--- config.mk ---
export PLATFORM = sky130hd
export DESIGN_NAME = ram_arbiter
export DESIGN_NICKNAME = d
export VERILOG_FILES = /design/src/rtl/cpu_pkg.sv /design/src/rtl/arb2_rr.sv /design/src/rtl/ram_arbiter.sv
export SDC_FILE = /design/constraint.sdc
export NUM_CORES = 1
export LEC_CHECK = 0
export CAP_MARGIN = 20
export CORE_ASPECT_RATIO = 0.5
export CORE_MARGIN = 2
export CORE_UTILIZATION = 29
export DETAILED_ROUTE_END_ITERATION = 12
export PLACE_DENSITY = 0.6
export SKIP_LAST_GASP = 1
export SYNTH_ARGS = -nofsm -noshare
export SYNTH_HDL_FRONTEND = slang
export SYNTH_SLANG_ARGS = --single-unit
--- constraint.sdc ---
create_clock -name clk -period 1.49 [get_ports clk]
set_input_delay 0.2235 -clock clk [delete_from_list [all_inputs] [get_ports clk]]
set_output_delay 0.2235 -clock clk [all_outputs]
set_load 0.1 [all_outputs]
--- src/rtl/cpu_pkg.sv ---
// Shared definitions for the RAM arbiter slice.
// Holds the arbiter FSM state encoding, the owner codes reported on the
// owner port, and the default RAM geometry (256 x 16).
package cpu_pkg;

   localparam int ADDR_W_DEF = 8;
   localparam int DATA_W_DEF = 16;

   typedef enum logic [1:0] {
      ST_IDLE  = 2'd0,
      ST_ISSUE = 2'd1,
      ST_WAIT  = 2'd2,
      ST_ACK   = 2'd3
   } arb_state_t;

   // Owner codes double as the one-hot grant vector: bit 0 = CPU, bit 1 = DBG.
   localparam logic [1:0] OWNER_NONE = 2'b00;
   localparam logic [1:0] OWNER_CPU  = 2'b01;
   localparam logic [1:0] OWNER_DBG  = 2'b10;

endpackage

--- src/rtl/arb2_rr.sv ---
// Two-way winner select between the CPU and DBG requesters.
// Ports:
//   clk, rst        clock (rising edge), synchronous active-low reset
//   cpu_req,dbg_req request pair
//   mode            0 = round-robin, 1 = CPU fixed priority with starvation guard
//   arb_en          high while the FSM is idle; grants and history update only then
//   grant           one-hot winner (bit 0 CPU, bit 1 DBG), 00 when nobody asks
module arb2_rr
   import cpu_pkg::*;
#(
   parameter int STARVE_LIMIT = 4
) (
   input  logic       clk,
   input  logic       rst,
   input  logic       cpu_req,
   input  logic       dbg_req,
   input  logic       mode,
   input  logic       arb_en,
   output logic [1:0] grant
);

   localparam int SW = (STARVE_LIMIT < 1) ? 1 : $clog2(STARVE_LIMIT + 1);
   localparam logic [SW-1:0] LIMIT = SW'(STARVE_LIMIT);

   logic          last_dbg;
   logic [SW-1:0] starve_cnt;

   // Pick the winner. Contention is the only interesting case: round-robin
   // favours whoever was not served last, fixed priority favours the CPU
   // unless DBG has already lost LIMIT times in a row.
   always_comb begin
      grant = OWNER_NONE;
      if (cpu_req && dbg_req) begin
         if (!mode) begin
            grant = last_dbg ? OWNER_CPU : OWNER_DBG;
         end else begin
            grant = (starve_cnt == LIMIT) ? OWNER_DBG : OWNER_CPU;
         end
      end else if (cpu_req) begin
         grant = OWNER_CPU;
      end else if (dbg_req) begin
         grant = OWNER_DBG;
      end
   end

   // History kept across transactions. last_dbg starts set so the CPU wins
   // the first contention. The starvation count only grows while DBG is
   // actively losing; any DBG win or any idle cycle without a DBG request
   // clears it.
   always_ff @(posedge clk) begin
      if (!rst) begin
         last_dbg   <= 1'b1;
         starve_cnt <= '0;
      end else if (arb_en) begin
         if (grant != OWNER_NONE) begin
            last_dbg <= grant[1];
         end
         if (!dbg_req || grant[1]) begin
            starve_cnt <= '0;
         end else if (mode) begin
            starve_cnt <= starve_cnt + 1'b1;
         end
      end
   end

endmodule

--- src/rtl/ram_arbiter.sv ---
// Shares one single-port RAM between the CPU (MAR/MBR path) and the DBG
// loader. Every access runs IDLE -> ISSUE -> WAIT -> ACK, holding the RAM
// for 3 + RAM_LAT cycles, and read data is returned in a per-port register.
// Ports:
//   clk, rst                     clock (rising edge), synchronous active-low reset
//   cpu_req/we/addr/wdata        CPU command, held stable until cpu_ack
//   cpu_ack, cpu_rdata           one-cycle completion pulse, held read data
//   dbg_req/we/addr/wdata        DBG command, same protocol as the CPU
//   dbg_ack, dbg_rdata           DBG completion pulse and held read data
//   ram_en, ram_we               one-cycle access strobe and qualified write enable
//   ram_addr, ram_wdata          address and write data toward the RAM
//   ram_rdata                    RAM read data, valid RAM_LAT cycles after ram_en
//   owner                        00 none, 01 CPU, 10 DBG
//   busy                         high whenever the FSM is not idle
module ram_arbiter
   import cpu_pkg::*;
#(
   parameter int ADDR_W       = ADDR_W_DEF,
   parameter int DATA_W       = DATA_W_DEF,
   parameter int RAM_LAT      = 1,
   parameter int CPU_PRIORITY = 0,
   parameter int STARVE_LIMIT = 4
) (
   input  logic              clk,
   input  logic              rst,
   input  logic              cpu_req,
   input  logic              cpu_we,
   input  logic [ADDR_W-1:0] cpu_addr,
   input  logic [DATA_W-1:0] cpu_wdata,
   output logic              cpu_ack,
   output logic [DATA_W-1:0] cpu_rdata,
   input  logic              dbg_req,
   input  logic              dbg_we,
   input  logic [ADDR_W-1:0] dbg_addr,
   input  logic [DATA_W-1:0] dbg_wdata,
   output logic              dbg_ack,
   output logic [DATA_W-1:0] dbg_rdata,
   output logic              ram_en,
   output logic              ram_we,
   output logic [ADDR_W-1:0] ram_addr,
   output logic [DATA_W-1:0] ram_wdata,
   input  logic [DATA_W-1:0] ram_rdata,
   output logic [1:0]        owner,
   output logic              busy
);

   localparam int WW = $clog2(RAM_LAT) + 1;
   localparam logic [WW-1:0] WAIT_INIT = WW'(RAM_LAT - 1);

   arb_state_t    state;
   logic          cmd_we;
   logic [WW-1:0] wait_cnt;
   logic [1:0]    grant;

   arb2_rr #(
      .STARVE_LIMIT(STARVE_LIMIT)
   ) u_arb (
      .clk    (clk),
      .rst    (rst),
      .cpu_req(cpu_req),
      .dbg_req(dbg_req),
      .mode   (CPU_PRIORITY != 0),
      .arb_en (state == ST_IDLE),
      .grant  (grant)
   );

   assign busy = (state != ST_IDLE);

   // Transaction sequencer. The winning command is copied straight into the
   // RAM-facing address/data registers at grant time, so later changes on
   // the request ports cannot disturb an access in flight. Strobes and acks
   // default low every cycle so each one is a single-cycle pulse. Read data
   // is captured on the last WAIT cycle so it appears together with the ack.
   always_ff @(posedge clk) begin
      if (!rst) begin
         state     <= ST_IDLE;
         owner     <= OWNER_NONE;
         cmd_we    <= 1'b0;
         wait_cnt  <= '0;
         cpu_ack   <= 1'b0;
         dbg_ack   <= 1'b0;
         ram_en    <= 1'b0;
         ram_we    <= 1'b0;
         ram_addr  <= '0;
         ram_wdata <= '0;
         cpu_rdata <= '0;
         dbg_rdata <= '0;
      end else begin
         cpu_ack <= 1'b0;
         dbg_ack <= 1'b0;
         ram_en  <= 1'b0;
         ram_we  <= 1'b0;
         case (state)
            ST_IDLE: begin
               // grant is already in owner encoding (00 when nobody asks)
               owner <= grant;
               if (grant == OWNER_CPU) begin
                  cmd_we    <= cpu_we;
                  ram_we    <= cpu_we;
                  ram_addr  <= cpu_addr;
                  ram_wdata <= cpu_wdata;
               end else if (grant == OWNER_DBG) begin
                  cmd_we    <= dbg_we;
                  ram_we    <= dbg_we;
                  ram_addr  <= dbg_addr;
                  ram_wdata <= dbg_wdata;
               end
               if (grant != OWNER_NONE) begin
                  ram_en <= 1'b1;
                  state  <= ST_ISSUE;
               end
            end
            ST_ISSUE: begin
               wait_cnt <= WAIT_INIT;
               state    <= ST_WAIT;
            end
            ST_WAIT: begin
               if (wait_cnt == '0) begin
                  if (!cmd_we) begin
                     if (owner == OWNER_CPU) begin
                        cpu_rdata <= ram_rdata;
                     end else begin
                        dbg_rdata <= ram_rdata;
                     end
                  end
                  cpu_ack <= (owner == OWNER_CPU);
                  dbg_ack <= (owner == OWNER_DBG);
                  state   <= ST_ACK;
               end else begin
                  wait_cnt <= wait_cnt - 1'b1;
               end
            end
            ST_ACK: begin
               owner <= OWNER_NONE;
               state <= ST_IDLE;
            end
            default: begin
               owner <= OWNER_NONE;
               state <= ST_IDLE;
            end
         endcase
      end
   end

endmodule
==> results of run 1 <==
[state kept, by name (all words and copies together), names as in the netlist]
register and flops:
cmd_we 1, cpu_ack 1, cpu_rdata 16, dbg_ack 1, dbg_rdata 16, owner 2
ram_addr 8, ram_en 1, ram_wdata 16, ram_we 1, state 2, u_arb.last_dbg 1
[how the worst min path moves through the flow]
stage                  start             end  slack (ns)  cells past startpoint
2_1_floorplan   ram_rdata[0]    cpu_rdata[0]        0.35                      2
3_3_place_gp   cpu_rdata[13]   cpu_rdata[13]        0.48                      2
3_5_place_dp        owner[0]         dbg_ack        0.48                      1
4_1_cts                  rst  u_arb.last_dbg        0.28                      2
5_1_grt                  rst  u_arb.last_dbg        0.31                      2
6_report                 rst  u_arb.last_dbg        0.30                      2
[cells in the final DEF (no fill, tap or decap), drive strengths merged, types with 6 or more instances in the layout]
cell           netlist  final
mux2i               40     40
buf                 19     82
o21ai               45     45
clkbuf               6     12
clkdlybuf4s50        0     66
dfxtp               66     66
a21oi               25     25
inv                  6      6
nand2               57     57
ha                   7      7
nand3               20     20
[per-stage QoR]
step	worst slack, ns	area, um2	total power, uW	hold WS [ns]	cells
3_5_place_dp	-0.432	4880	8900	0.483	548
5_1_grt	-0.0221	5260	11500	0.306	567
2_1_floorplan	0.00825	2770	6550	0.354	306
6_report	0.0409	5260	11000	0.297	567
4_1_cts	-0.0261	5220	11000	0.284	566
3_3_place_gp	-0.407	4880	8860	0.481	548
[metal layers]
layer  global-route usage  share of wire  vias up
met5                    0              0        -
met4               0.0467         0.0047        0
met3               0.0571          0.059        2
met2                0.261           0.50       66
met1                0.179           0.44     1173
li1                     -              -     1318
[logic make-up (layout without fill, tap and decap cells)]
logic type | count (synthesis) | count (layout) | synth area share
AO/OA/AOI/OAI | 74 | 74 | 0.137
adder cells (fa/ha/maj) | 7 | 7 | 0.0316
buffers and inverters | 31 | 171 | 0.0705
flip-flops | 66 | 66 | 0.477
multiplexers | 40 | 40 | 0.145
AND/OR/NAND/NOR | 88 | 88 | 0.139
[power groups by stage]
stage	Combinational (uW)	Clock [uW]	Sequential, uW
2_1_floorplan	1370	0	5180
3_3_place_gp	6190	0	2670
3_5_place_dp	6220	0	2680
4_1_cts	6350	1970	2650
5_1_grt	6710	2050	2720
6_report	6450	1910	2660
[cell type report]
cell class | instances | area, um2
Clock buffer | 12 | 256
Clock inverter | 3 | 15.0
Fill cell | 814 | 4100
Inverter | 6 | 22.5
Multi-Input combinational cell | 209 | 1290
Sequential cell | 66 | 1330
Tap cell | 121 | 151
Timing Repair Buffer | 150 | 2190
[repair_timing]
item                       4_1_cts  5_1_grt
setup endpoints to repair       27       26
setup buffers                    2        1
pin swaps                        2        1
gates cloned                     1        0
gates resized for setup         14       26
==> out/qor.csv, run 1 <==
stage,metric,value,unit
clocking,clk_latency,0.32,ns
critical_path,cp-endpoint,busy,
power,combPwrFrac,0.585,
power,power.switching,5170,uW
power,vdd_drop_max,0.00130,V
sta,grt_setup_unrepaired,yes,
grt,gr-total-overflow,0,
synth,syn-num-nets,383,
critical_path,crit_path_max_fanout,6,
grt,grt_first_pass_wirelength,12200,um
routing,dr.pass1.iters,4,
power,switching_share,0.469,
critical_path,cp.required,1.27,ns
critical_path,crit_slowest_cell,dfxtp_2,
grt,grtUsageTotal,0.152,
power,p_int,5860,uW
routing,dr_total_vias,2559,
clocking,cts-root-buf,clkbuf_16,
synth,ys.warnings.count,0,
clocking,htreeDepth,3,
power,seqPwrFrac,0.242,
finish,drive_above_1_share,0.249,
sta,setup_tns,0,ns
power,p_clk_frac,0.173,
routing,via_per_inst,4.51,
critical_path,crit_type,flip-flop to primary output,
sta,worst_pin_slew,0.372,ns
synth,synth_cell_types,25,
clocking,clock_sinks,66,
die,coreArea,9350,um2
sta,period_minus_slack,1.45,ns
critical_path,ff2ff_setup_slack,0.06,ns
power,powerDensity,2100,nW/um2
synth,synth.top_cells.by_count,"dfxtp_1, nand2_1, o21ai_0",
synth,synth.most_common_cell,dfxtp_1,
routing,route.detailed.drc,0,
sta,slew_violations,0,
critical_path,r2r_start,u_arb.last_dbg,
sta,skew,0.00355,ns
routing,drt_iter0_markers,80,
clocking,hold_buffers,0,
finish,syn2layout_area_growth,89.8,%
critical_path,r2r_end,ram_wdata[10],
placement,hpwl,5330,um
clocking,clk_pin_slew_worst_paths,0.05,ns
finish,postLayoutCoreUtil,0.562,
sta,slew_headroom,0.752,
critical_path,crit_path_frequent_cell,inv_2,
critical_path,critical-path-max-stage-delay,0.34,ns
critical_path,crit_start,state[0],
synth,synthCells,306,
sta,setup_viol,0,
die,die_y,73.1,um
synth,ys_ff_latch,66,
grt,grt_max_degree,40,
synth,synth_top_area_frac,0.477,
grt,grt_pass1_vias,2523,
critical_path,start_kind,flip-flop,
critical_path,cp_top_family,buffers and inverters,
synth,synth.area.top_cells,"dfxtp_1, mux2i_1, nand2_1",
synth,syn_area,2770,um2
routing,drtAntennaViolNets,0,
synth,synth_edf_count,0,
placement,place.gp.congestion,0.788,
grt,antenna_found_initial,0,
critical_path,path_cells,inv_2 > ha_4 > buf_6 > inv_2 > buf_12,
power,p_leak,0.00217,uW
critical_path,cp_num_buf_inv,4,
die,die_w,142,um
min_path,hp-class,primary input to flip-flop,
finish,fin_nets,519,
clocking,cts_buffer_depth,2,
die,dieArea,10400,um2
synth,synth_top_area_cell,dfxtp_1,
die,initial_utilization,0.296,
status,outcome,"finished, final reports clean",
critical_path,critPathArrivalTime,1.23,ns
finish,insertedDiodeCount,0,
routing,wl_per_cell,13.1,um
synth,synth_top_flop_cell,dfxtp_1,
sta,hold_viol,0,
critical_path,endpoint_kind,primary output,
die,row_count,25,
placement,port_buffers,132,
synth,syn_avg_cell_area,9.05,um2
die,ioPinCount,133,
clocking,tritoncts,done,
sta,max_freq,690,MHz
critical_path,cp_num_cells,5,
job,drv_cap,0,
routing,wl,7450,um
clocking,cts_buffers,9,
sta,finalCritPeriodShare,0.973,
synth,synthArstFlopShare,0,
critical_path,rr_worst_depth,7,
synth,yosysSeqAreaShare,0.477,
No activity file was read; power rests on OpenSTA's default activity.
==> run 2: changes to the inputs <==
- CORE_UTILIZATION: 29 -> 37
- PLACE_DENSITY: 0.6 -> 0.74
==> out/qor.csv, run 2 (synthesized netlist as in run 1, its figures left out) <==
stage,metric,value,unit,change
status,outcome,finished with violations,,"was finished, final reports clean"
status,violations,setup timing,,
clocking,cts_buffers,9,,unchanged
sta,finalCritPeriodShare,1.00,,was 0.973
routing,drtAntennaViolNets,0,,unchanged
die,ioPinCount,133,,unchanged
power,powerDensity,2190,nW/um2,was 2100 nW/um2
routing,drt_iter0_markers,96,,was 80
sta,period_minus_slack,1.50,ns,was 1.45 ns
grt,grtUsageTotal,0.190,,was 0.152
sta,skew,0.00448,ns,was 0.00355 ns
die,die_w,126,um,was 142 um
grt,grt_pass1_vias,2518,,was 2523
job,drv_cap,0,,unchanged
critical_path,crit_type,flip-flop to flip-flop,,was flip-flop to primary output
finish,layout_common_cells,"buf_12, clkdlybuf4s50_1, dfxtp_1",,unchanged
placement,place_ws,-0.500,ns,was -0.432 ns
die,die_y,65.2,um,was 73.1 um
critical_path,cp.required,1.70,ns,was 1.27 ns
placement,port_buffers,132,,unchanged
routing,wl,9020,um,was 7450 um
finish,insertedDiodeCount,0,,unchanged
sta,worst_slack,-0.00677,ns,was 0.0409 ns
critical_path,critPathArrivalTime,1.71,ns,was 1.23 ns
die,coreArea,7290,um2,was 9350 um2
critical_path,start_kind,flip-flop,,unchanged
power,seqPwrFrac,0.229,,was 0.242
power,combPwrFrac,0.588,,was 0.585
power,p_int,6410,uW,was 5860 uW
power,power.switching,5560,uW,was 5170 uW
routing,wl_met2,4510,um,was 3720 um
power,vdd_drop_max,0.00132,V,was 0.00130 V
finish,final_common_cell,buf_12,,unchanged
routing,top_layer,met4,,unchanged
sta,slew_headroom,0.742,,was 0.752
sta,hold_viol,0,,unchanged
routing,route.detailed.drc,0,,unchanged
clocking,clk_pin_slew_worst_paths,0.05,ns,about the same
sta,worst_pin_slew,0.388,ns,was 0.372 ns
finish,drive_above_1_share,0.293,,was 0.249
clocking,tritoncts,done,,unchanged
grt,grt_first_pass_wirelength,12300,um,was 12200 um
clocking,cts-root-buf,clkbuf_16,,unchanged
sta,worst_hold_slack,0.314,ns,was 0.297 ns
clocking,cts_buffer_depth,2,,unchanged
placement,hpwl,5270,um,was 5330 um
sta,setup_viol,1,,was 0
routing,route.met3.wl,597,um,was 442 um
die,dieArea,8230,um2,was 10400 um2
routing,dr_total_vias,2699,,was 2559
critical_path,endpoint_kind,flip-flop,,was primary output
routing,m1WireLength,3780,um,was 3260 um
critical_path,crit_path_max_fanout,6,,unchanged
min_path,hp-class,primary input to flip-flop,,unchanged
finish,final_cell_area,5470,um2,was 5260 um2
sta,slew_violations,0,,unchanged
finish,top_regs,"cpu_rdata (16), dbg_rdata (16), ram_wdata (16)",,unchanged
routing,wl_per_cell,16.5,um,was 13.1 um
placement,dp.cells,519,,was 548
placement,place.gp.congestion,0.711,,was 0.788
placement,place_area,4800,um2,was 4880 um2
clocking,clock_sinks,66,,unchanged
grt,gr-total-overflow,0,,unchanged
sta,max_freq,668,MHz,was 690 MHz
finish,syn2layout_area_growth,97.6,%,was 89.8%
power,p_clk_frac,0.183,,was 0.173
grt,antenna_found_initial,0,,unchanged
power,switching_share,0.464,,was 0.469
finish,postLayoutCoreUtil,0.750,,was 0.562
clocking,hold_buffers,0,,unchanged
finish,final_cells,547,,was 567
clocking,clk_latency,0.33,ns,was 0.32 ns
routing,via_per_inst,4.93,,was 4.51
clocking,htreeDepth,3,,unchanged
die,row_count,22,,was 25
power,p_leak,0.00225,uW,was 0.00217 uW
finish,fin_nets,523,,was 519
routing,dr.pass1.iters,4,,unchanged
sta,grt_setup_unrepaired,yes,,unchanged
die,initial_utilization,0.380,,was 0.296
grt,grt_max_degree,55,,was 40
==> run 2: cell count changes in the layout (fill, tap and decap cells not counted), moves of 4 or more <==
cell and delta:
o21ai_1 -9, clkbuf_8 +5, a21oi_1 -4, a21oi_2 +4, clkbuf_16 +4, o21ai_0 +4, o21ai_2 +4
==> run 2: through the flow <==
| stage | setup TNS, ns | total power (uW) |
|---|---|---|
| 6_report | -0.00677 | 12000 |
| 5_1_grt | -0.511 | 12400 |
| 4_1_cts | -1.46 | 11300 |
| 3_5_place_dp | -11.41 | 8880 |
| 3_3_place_gp | -9.90 | 8800 |
| 2_1_floorplan | 0 | 6550 |
==> run 2: routing by layer <==
| metal | track usage | vias to the layer above |
|---|---|---|
| met4 | 0.0536 | 0 |
| met3 | 0.0725 | 15 |
| li1 | - | 1330 |
| met2 | 0.318 | 85 |
| met5 | 0 | - |
| met1 | 0.231 | 1269 |
==> run 2: final cells by class <==
cell class	instances	area [um2]
fillers	470	1820
inverters	6	27.5
clock buffers	16	322
repair buffers	153	2280
well taps	96	120
multi-input cells	210	1390
flip-flops and latches	66	1330
==> run 2: timing repair <==
action | 4_1_cts | 5_1_grt
pin swaps | 1 | 5
hold endpoints to repair | 0 | 0
buffers inserted | 1 | 3
gates resized for setup | 19 | 40
endpoints found under the setup margin | 42 | 42
cloned | 1 | 7
==> run 2: worst paths after layout <==
path	slack, ns	endpoint	cells past startpoint	startpoint
min reg2reg	0.49	dbg_rdata[2]	2	dbg_rdata[2]
max reg2reg	-0.007	ram_wdata[9]	6	u_arb.last_dbg
min	0.31	ram_wdata[5]	3	rst
max	-0.007	ram_wdata[9]	6	u_arb.last_dbg
==> run 2: power groups by stage <==
stage | registers, uW | clock network (uW) | logic [uW]
6_report | 2740 | 2190 | 7030
5_1_grt | 2780 | 2310 | 7280
4_1_cts | 2660 | 2210 | 6430
3_5_place_dp | 2680 | 0 | 6200
3_3_place_gp | 2670 | 0 | 6130
2_1_floorplan | 5180 | 0 | 1370
==> run 2: critical path, stage by stage (launching register included) <==
cell,delay (ns)
dfxtp_4,0.36
o21ai_4,0.19
ha_4,0.22
and2_4,0.18
clkbuf_16,0.17
o21ai_0,0.18
a21oi_1,0.06
==> run 3: changes to the inputs <==
- CORE_ASPECT_RATIO: 0.5 -> unset
==> out/qor.csv, run 3 (synthesized netlist as in run 1, its figures left out) <==
stage,metric,value,unit,change
status,outcome,"finished, final reports clean",,was finished with violations
grt,antenna_found_initial,0,,unchanged
die,die_y,90.5,um,was 65.2 um
routing,drtAntennaViolNets,0,,unchanged
placement,place.gp.congestion,0.749,,was 0.711
die,coreArea,7250,um2,was 7290 um2
finish,final_cell_area,5220,um2,was 5470 um2
finish,multi_input_area,1330,um2,was 1390 um2
die,die_w,90.5,um,was 126 um
routing,route.detailed.drc,0,,unchanged
sta,finalCritPeriodShare,0.992,,was 1.00
critical_path,critical-path-max-stage-delay,0.34,ns,was 0.36 ns
sta,grt_setup_unrepaired,yes,,unchanged
routing,dr.pass1.iters,4,,unchanged
placement,port_buffers,132,,unchanged
sta,period_minus_slack,1.48,ns,was 1.50 ns
job,drv_cap,0,,unchanged
sta,worst_pin_slew,0.373,ns,was 0.388 ns
sta,slew_violations,0,,unchanged
finish,syn2layout_area_growth,88.6,%,was 97.6%
sta,skew,0.00886,ns,was 0.00448 ns
placement,place_area,4810,um2,was 4800 um2
finish,fillers,511,,was 470
clocking,cts_buffer_depth,2,,unchanged
routing,wl,8290,um,was 9020 um
critical_path,crit_type,flip-flop to flip-flop,,unchanged
critical_path,cp_top_family,flip-flops,,was compound AO/OA/AOI/OAI gates
clocking,clk_pin_slew_worst_paths,0.07,ns,was 0.05 ns
grt,grtUsageTotal,0.197,,was 0.190
sta,setup_viol,0,,was 1
critical_path,path_cells,nand2_1 > nand2_2 > ha_1 > and2_4 > bufbuf_16 > a31oi_1,,was o21ai_4 > ha_4 > and2_4 > clkbuf_16 > o21ai_0 > a21oi_1
clocking,clk_latency,0.34,ns,was 0.33 ns
min_path,hp-class,primary input to flip-flop,,unchanged
die,dieArea,8190,um2,was 8230 um2
critical_path,crit_slowest_cell,dfxtp_2,,was dfxtp_4
grt,grt_first_pass_wirelength,12900,um,was 12300 um
sta,hold_viol,0,,unchanged
finish,seqCellArea,1330,um2,about the same
clocking,cts-root-buf,clkbuf_8,,was clkbuf_16
power,p_total,11100,uW,was 12000 uW
sta,max_freq,677,MHz,was 668 MHz
clocking,cts_buffers,9,,unchanged
power,p_leak,0.00215,uW,was 0.00225 uW
critical_path,endpoint_kind,flip-flop,,unchanged
routing,via_per_inst,4.99,,was 4.93
critical_path,critPathArrivalTime,1.74,ns,was 1.71 ns
critical_path,cp_num_buf_inv,1,,unchanged
grt,grt_pass1_vias,2655,,was 2518
critical_path,cp.required,1.75,ns,was 1.70 ns
power,powerDensity,2120,nW/um2,was 2190 nW/um2
sta,slew_headroom,0.752,,was 0.742
die,initial_utilization,0.382,,was 0.380
grt,gr-total-overflow,0,,unchanged
routing,wl_per_cell,15.1,um,was 16.5 um
finish,top_regs,"cpu_rdata (16), dbg_rdata (16), ram_wdata (16)",,unchanged
power,vdd_drop_max,0.00139,V,was 0.00132 V
finish,drive_above_1_share,0.269,,was 0.293
clocking,tritoncts,done,,unchanged
critical_path,cp_num_cells,6,,unchanged
finish,insertedDiodeCount,0,,unchanged
clocking,clock_sinks,66,,unchanged
placement,hpwl,5620,um,was 5270 um
grt,grt_max_degree,98,,was 55
clocking,hold_buffers,0,,unchanged
sta,worst_hold_slack,0.401,ns,was 0.314 ns
min_path,hold_depth,3,,unchanged
routing,dr_total_vias,2742,,was 2699
sta,setup_tns,0,ns,was -0.00677 ns
finish,layout_common_cells,"clkdlybuf4s50_1, buf_12, dfxtp_1",,"was buf_12, clkdlybuf4s50_1, dfxtp_1"
clocking,htreeDepth,3,,unchanged
critical_path,rr_worst_depth,6,,unchanged
die,ioPinCount,133,,unchanged
critical_path,ff2ff_setup_slack,0.01,ns,was -0.007 ns
routing,drt_iter0_markers,88,,was 96
critical_path,start_kind,flip-flop,,unchanged
critical_path,crit_path_max_fanout,25,,was 6
finish,fin_nets,522,,was 523
die,row_count,31,,was 22
## run 3: cell count changes in the layout (fill, tap and decap cells not counted), sizes merged
cell          previous run  this run
bufinv                   0         2
bufbuf                   0         2
clkbuf                  20        10
clkinv                   0         3
buf                     81        82
dlygate4sd2              0         2
dlymetal6s2s             2         0
clkinvlp                 0         1
## run 3: worst paths after layout
kind	from	end
setup / recovery	u_arb.last_dbg	cmd_we
hold / removal	rst	u_arb.last_dbg
setup reg to reg	u_arb.last_dbg	cmd_we
hold reg to reg	dbg_rdata[1]	dbg_rdata[1]
## run 3: metal layers
layer  GRT usage  vias to the layer above  part of all wire
met5           0                        -                 0
met3      0.0751                       16             0.094
met1       0.219                     1268              0.40
met2       0.333                      128              0.49
met4      0.0885                        0             0.021
li1            -                     1330                 -
## run 3: tightest hold or removal path, cell delays in order
cell	delay [ns]
buf_2	0.11
buf_12	0.21
o211ai_1	0.13
## run 3: power breakdown
part           switching [uW]  total [uW]  internal (uW)
clock network             721        1710            990
logic                    4100        6670           2570
registers                 478        2700           2220
total                    5300       11100           5780
## run 3: repair_timing
item                                    4_1_cts  5_1_grt
endpoints found under the setup margin       40       37
cloned                                        2        1
resized for setup                            22       17
endpoints found under the hold margin         0        0
pin swaps                                     1       11
buffers inserted                              1        7
## run 3: cell type report
type,instances,share of cell area
sequential,66,0.255
timing repair buffer,152,0.419
multi-input combinational,210,0.255
clock inverter,6,0.0172
inverter,6,0.00479
tap,99,0.0237
clock buffer,10,0.0264
## run 3: through the flow
step                setup WS (ns)  instances   util
global placement           -0.355        524  0.663
finish                     0.0120        549  0.720
global route              -0.0449        549  0.720
floorplan                 0.00825        306      -
detailed placement         -0.400        524  0.663
CTS                        -0.105        543  0.709
